<file path="config.mk">
export PLATFORM = sky130hd
export DESIGN_NAME = pipe_stage_elastic
export DESIGN_NICKNAME = d
export VERILOG_FILES = /design/src/rtl/pipe_pkg.sv /design/src/rtl/flopr.sv /design/src/rtl/pipe_stage_elastic.sv
export SDC_FILE = /design/constraint.sdc
export NUM_CORES = 1
export LEC_CHECK = 0
export ABC_AREA = 1
export CAP_MARGIN = 20
export CORE_ASPECT_RATIO = 0.9
export CORE_MARGIN = 5
export CORE_UTILIZATION = 40
export DETAILED_ROUTE_END_ITERATION = 10
export HOLD_SLACK_MARGIN = 0.06
export PLACE_DENSITY = 0.67
export SETUP_SLACK_MARGIN = 0.5
export SLEW_MARGIN = 20
export SYNTH_ARGS = -nofsm -noshare
export SYNTH_HDL_FRONTEND = slang
export SYNTH_SLANG_ARGS = --single-unit
export TNS_END_PERCENT = 30
</file>
<file path="constraint.sdc">
create_clock -name clk -period 2 [get_ports clk]
set_clock_uncertainty 0.2 [all_clocks]
set_input_delay 0.4 -clock clk [delete_from_list [all_inputs] [get_ports clk]]
set_output_delay 0.4 -clock clk [all_outputs]
set_load 0.01 [all_outputs]
</file>
<file path="src/rtl/pipe_pkg.sv">
// Shared types for elastic pipeline stage registers.
//   stage_state_t : occupancy state of one stage. The encoding equals the
//                   number of valid entries held, so it drives the
//                   occupancy output directly.
package pipe_pkg;

  typedef enum logic [1:0] {
    ST_EMPTY = 2'd0,
    ST_ONE   = 2'd1,
    ST_FULL  = 2'd2
  } stage_state_t;

endpackage

</file>
<file path="src/rtl/flopr.sv">
// Width-parametrised data register with synchronous reset and load enable.
//   clk   : clock, rising edge
//   reset : synchronous, active-high; clears q to zero (priority over en)
//   en    : load d into q
//   d     : next value
//   q     : registered value
module flopr #(
  parameter int WIDTH = 8
) (
  input  logic             clk,
  input  logic             reset,
  input  logic             en,
  input  logic [WIDTH-1:0] d,
  output logic [WIDTH-1:0] q
);

  always_ff @(posedge clk) begin
    if (reset) begin
      q <= '0;
    end else if (en) begin
      q <= d;
    end
  end

endmodule

</file>
<file path="src/rtl/pipe_stage_elastic.sv">
// Elastic valid/ready stage register for any pipeline boundary.
// With SKID=1 a second (skid) entry lets in_ready depend on registered state
// only, while still sustaining one transfer per cycle. With SKID=0 the stage
// holds one entry and in_ready is combinational from out_ready.
//   clk       : clock, rising edge
//   reset     : synchronous, active-high; empties the stage, zeroes data
//   flush     : synchronous kill of all held entries, beats any transfer
//   in_valid  : upstream presents in_data
//   in_ready  : stage can accept this cycle
//   in_data   : upstream payload
//   out_valid : main entry holds a valid payload
//   out_ready : downstream accepts this cycle
//   out_data  : main entry payload
//   occupancy : number of valid entries held (0..2)
module pipe_stage_elastic
  import pipe_pkg::*;
#(
  parameter int WIDTH      = 16,
  parameter bit CLEAR_DATA = 1'b1,
  parameter bit SKID       = 1'b1
) (
  input  logic             clk,
  input  logic             reset,
  input  logic             flush,
  input  logic             in_valid,
  output logic             in_ready,
  input  logic [WIDTH-1:0] in_data,
  output logic             out_valid,
  input  logic             out_ready,
  output logic [WIDTH-1:0] out_data,
  output logic [1:0]       occupancy
);

  stage_state_t     state_q, state_d;
  logic             in_fire, out_fire;
  logic             main_en, skid_en, main_from_skid;
  logic             data_clr;
  logic [WIDTH-1:0] main_q, main_d, skid_q;

  assign out_valid = (state_q != ST_EMPTY);
  assign out_data  = main_q;
  assign occupancy = 2'(state_q);

  if (SKID) begin : g_ready_skid
    assign in_ready = (state_q != ST_FULL);
  end else begin : g_ready_single
    assign in_ready = ~out_valid | out_ready;
  end

  // Flush masks both fires, so a flushed entry is never counted as consumed
  // and no new payload is loaded.
  assign in_fire  = in_valid & in_ready & ~flush;
  assign out_fire = out_valid & out_ready & ~flush;

  always_comb begin
    state_d        = state_q;
    main_en        = 1'b0;
    skid_en        = 1'b0;
    main_from_skid = 1'b0;
    if (flush) begin
      state_d = ST_EMPTY;
    end else begin
      case (state_q)
        ST_EMPTY: begin
          if (in_fire) begin
            state_d = ST_ONE;
            main_en = 1'b1;
          end
        end
        ST_ONE: begin
          if (in_fire && out_fire) begin
            main_en = 1'b1;
          end else if (in_fire && SKID) begin
            // Downstream stalled: park the new word behind the main entry.
            state_d = ST_FULL;
            skid_en = 1'b1;
          end else if (out_fire) begin
            state_d = ST_EMPTY;
          end
        end
        ST_FULL: begin
          if (out_fire) begin
            state_d        = ST_ONE;
            main_en        = 1'b1;
            main_from_skid = 1'b1;
          end
        end
        default: state_d = ST_EMPTY;
      endcase
    end
  end

  always_ff @(posedge clk) begin
    if (reset) begin
      state_q <= ST_EMPTY;
    end else begin
      state_q <= state_d;
    end
  end

  assign data_clr = reset | (flush & CLEAR_DATA);
  assign main_d   = main_from_skid ? skid_q : in_data;

  flopr #(.WIDTH(WIDTH)) u_main (
    .clk   (clk),
    .reset (data_clr),
    .en    (main_en),
    .d     (main_d),
    .q     (main_q)
  );

  if (SKID) begin : g_skid_reg
    flopr #(.WIDTH(WIDTH)) u_skid (
      .clk   (clk),
      .reset (data_clr),
      .en    (skid_en),
      .d     (in_data),
      .q     (skid_q)
    );
  end else begin : g_no_skid
    assign skid_q = '0;
  end

endmodule

</file>
* After elaboration in Yosys (flattened, before gate mapping) *
Index checks and enable logic that the tools add are counted.

cells by class
  bitwise gates (word level) = 6
  equality and inequality tests = 7
  muxes and demuxes = 17
  reductions and logical operators = 5

operator list
  operator                                              count
  2-to-1 mux 16 bit                                     1
  2-to-1 mux 2 bit                                      5
  2-to-1 mux 1 bit                                      9
  inequality test 2 bit (second input constant)         4
  case mux 2 bit (3 select lines)                       1
  bitwise AND 1 bit                                     4
  AND reduction 4 bit                                   1
  inequality test 3 bit (second input constant)         1
  case mux 1 bit (3 select lines)                       1
  equality test 2 x 1 -> 1 bit (second input constant)  1
  equality test 2 bit (second input constant)           1
  logical NOT 2 bit                                     1
  nonzero test 2 bit                                    1
  OR reduction 2 bit                                    1
  logical AND 1 bit                                     1
  NOT 1 bit                                             1
  OR 1 bit                                              1

word-level totals
  logic and storage cells = 38
  output and inout bits = 20
  register bits = 34
  bits of input ports = 21

* Longest topological paths before layout *
  word-level depth = 7
  mapped depth = 8
  gate-level depth less buffers = 7

* Hierarchy *
From an unflattened synthesis, not the netlist that was laid out.

unflattened totals
  cells, all modules = 282
  area total of the unflattened synthesis = 1800.5 sq um

by module, submodules not included
  module              instances  area each (sq um)  cells each  seq. area each (sq um)
  flopr               2          670.6              101         320.3
  pipe_stage_elastic  1          459.2              80          40.0

* Worst setup path before layout *
No wires, ideal clock.

  kind = register to output
  from = register state_q[1] (netlist: occupancy[1])
  to = output in_ready
  buffers on the path = 1
  data required time = 1.400 ns
  data arrival time = 0.973 ns
  cell stages (with the launch flop) = 5
  slack = 0.427 ns
  cell sequence = dfxtp_1 -> inv_2 -> nor2_4 -> buf_2 -> inv_1

on the way
  cells in the longest elaborated chain, start to end = 1

ends and longest elaborated chain
  element                 line                      text
  start, declared         pipe_stage_elastic.sv:34  stage_state_t state_q, state_d;
  start signal, assigned  pipe_stage_elastic.sv:97  state_q <= state_d;
  inequality test 2 bit   pipe_stage_elastic.sv:45  assign in_ready = (state_q != ST_FULL);
  end, declared           pipe_stage_elastic.sv:26  output logic in_ready,

Every way passes these cells.

* Final worst setup path *
  from = register state_q[0] (netlist: occupancy[0])
  to = output out_valid

on the way
  cells in the longest elaborated chain, start to end = 1

ends and longest elaborated chain
  element             line                      text
  nonzero test 2 bit  pipe_stage_elastic.sv:40  assign out_valid = (state_q != ST_EMPTY);
  end, declared       pipe_stage_elastic.sv:28  output logic out_valid,

Every way passes these cells.

==> flow_summary.ini <==
[final_layout]
final_cell_mix = 51 x nor2_1, 38 x nand2_1, 32 x dfxtp_1
nFillCells = 364
n_antenna_cell = 0
post-route-util_pct = 65.69
layout_commonest_cell = nor2_1
areaGrowthSynthToFinish_pct = 58.80
drive_above_1_share_pct = 27.80
final_nets = 333

[logic_synthesis]
syn_avg_cell_area_um2 = 6.688
ys_seq_elements = 34
yosysUniqueCellTypes = 20
synth_warnings = 0
syn_inst = 252
synth.cell_area_mm2 = 0.001685
syn-num-nets = 273
yosysSeqAreaShare_pct = 40.39

[worst_setup_path]
cp.arrival_ns = 1.05
cp.required_ns = 1.40
worst_setup_path_end_kind = primary output
slowest_delay_ns = 0.39
r2r_start = occupancy[1]
r2r-end = g_skid_reg.u_skid.q[4]
r2r_setup_slack_ns = 0.45
path_max_fanout = 4
cp_cell_sequence = inv_1, nand2_1, dlygate4sd2_1
worst-setup-path-type = reg2out
slowest_stage = dfxtp_4
start_kind = flop
worstRegToRegCells = 8

[worst_hold_path]
min_path_type = reg2reg
min_path_cells = 2
hp-start = g_skid_reg.u_skid.q[5]
hold_end = g_skid_reg.u_skid.q[5]

[floorplan]
rows = 22
fp.dieArea_mm2 = 0.005613
initial_core_util_pct = 41.37
die_width_um = 78.42
num_io_pins = 41
die_h_um = 71.58
coreArea_mm2 = 0.004074

[global_routing]
grt_usage_pct = 15.37
antenna_found_initial = 0
grt_pass1_vias = 1542
grt_pass1_wl_um = 6858
grt_max_degree = 34
grt-ovfl-total = 0

[power_and_ir_drop]
p_int_mw = 1.077
irDropWorstVdd_mv = 0.3081
p_clk_share_pct = 36.6
powerDensity_mw_per_mm2 = 548.4
switching_share_pct = 26.65
switchingPower_uw = 391.2
power_frac_comb_pct = 15.9
p_seq_share_pct = 47.5
cellLeakagePower_nw = 1.345

[clock_tree]
clkSinkCount = 34
clk_pin_slew_ns = 0.07
cts-root-buf = clkbuf_8
cts_max_path_buffers = 2
hold_buffers = 0
cts_buffers = 5
cts_tree = yes
insertion_delay_ns = 0.28
h-tree-depth = 2

[routing]
ant_nets = 0
wl_um = 4993
dr_total_vias = 1765
viasPerCell = 4.889
dr.pass1.iters = 5
routedWlPerCell_um = 13.83
post-route-drc-count = 0
drt_iter0_markers = 178

[placement]
routabilityCongestion = 0.7601
hpwl_um = 2724
io_buffers = 40
pre_cts_ws_ns = -0.006894

[job]
drv_cap = 0

[sta]
worst_pin_slew_ns = 0.3078
maxSlewHeadroom_pct = 79.45
hold_slack_ns = 0.3116
setup_ws_ns = 0.3527
min_period_ns = 1.647
setup-violations-final = 0
finalHoldViolations = 0
final-max-slew-violation-count = 0
rsz0062_at_grt = true
post-route-period-util_pct = 82.37
clock.fmax_mhz = 607.0

[status]
status = finished, final reports clean
## synth_stat cells
cell / number / area [µm²]
o21ai_0: 13 / 65.06
nor2_2: 10 / 62.56
dfxtp_1: 34 / 680.7
nand2_4: 2 / 22.52
inv_2: 4 / 15.01
buf_6: 3 / 33.78
nor3_1: 1 / 5.000
nand3_2: 1 / 10.01
inv_1: 18 / 67.56
nor2_4: 2 / 22.52
a21oi_1: 3 / 15.01
nor2_8: 1 / 20.02
buf_4: 1 / 7.510
nor2_1: 58 / 217.7
buf_2: 5 / 25.02
o21ai_1: 4 / 20.02
nand2_2: 4 / 25.02
nand3_1: 32 / 160.2
nand2_1: 53 / 198.9
clkbuf_1: 3 / 11.26
## state kept, by name, indices dropped and copies added (netlist names)
name and flops:
g_skid_reg.u_skid.q 16, occupancy 2, u_main.q 16
## stage by stage
stage / setup TNS [ns] / cells / power (mW) / cell area [µm²]
after floorplan: 0 / 252 / 0.8068 / 1689
after global placement: 0 / 339 / 0.9074 / 2192
after detailed placement: -0.01289 / 339 / 0.9078 / 2192
after CTS: 0 / 351 / 1.435 / 2307
after global routing: 0 / 361 / 1.517 / 2676
final: 0 / 361 / 1.468 / 2676
## worst max-delay path by stage
stage	cells past startpoint	from	end	slack (ns)
2_1_floorplan	3	occupancy[0]	in_ready	0.53
3_3_place_gp	7	flush	u_main.q[4]	0.006
3_5_place_dp	8	flush	u_main.q[4]	-0.007
4_1_cts	1	u_main.q[9]	out_data[9]	0.24
5_1_grt	3	occupancy[0]	out_valid	0.29
6_report	3	occupancy[0]	out_valid	0.35
## per-layer routing
metal / GRT usage, % / vias to the layer above / share of wire, %
met4: 5.243 / 0 / 1.5
met3: 4.020 / 8 / 4.4
li1: - / 904 / -
met1: 18.22 / 798 / 46
met5: 0 / - / 0
met2: 27.00 / 55 / 48
## power by group through the flow
stage          registers [mW]  logic (mW)  clock network [mW]
2_1_floorplan           0.719      0.0875                   0
3_3_place_gp            0.714       0.193                   0
3_5_place_dp            0.714       0.194                   0
4_1_cts                 0.697       0.191               0.546
5_1_grt                 0.699       0.255               0.563
6_report                0.697       0.234               0.537
## layout make-up
class	count	area (µm²)	area share (%)
clock buffer	6	82.58	3.086
clock inverter	2	12.51	0.4675
inverter	22	85.08	3.179
multi-input combinational	185	1046	39.08
sequential	34	685.7	25.62
tap	48	60.06	2.244
timing repair buffer	64	704.4	26.32
## worst max-delay path, delay by kind of cell (launching register included)
family	cells	cell delay, ns
buf+inv	2	0.31
flops	1	0.39
simple gates	1	0.07
## what timing repair did
action / in CTS / in global routing
cloned: 0 / 5
pin swaps: 1 / 26
resized for setup: 33 / 61
setup buffers: 4 / 5
endpoints found under the setup margin: 53 / 53
## cell families (layout without fill, tap and decap cells)
logic type / after synthesis / count (layout) / share of synthesized area (%)
simple gates: 164 / 165 / 44.17
flops: 34 / 34 / 40.39
buf+inv: 34 / 94 / 9.502
compound gates: 20 / 20 / 5.939
(Power assumes the default switching activity.)
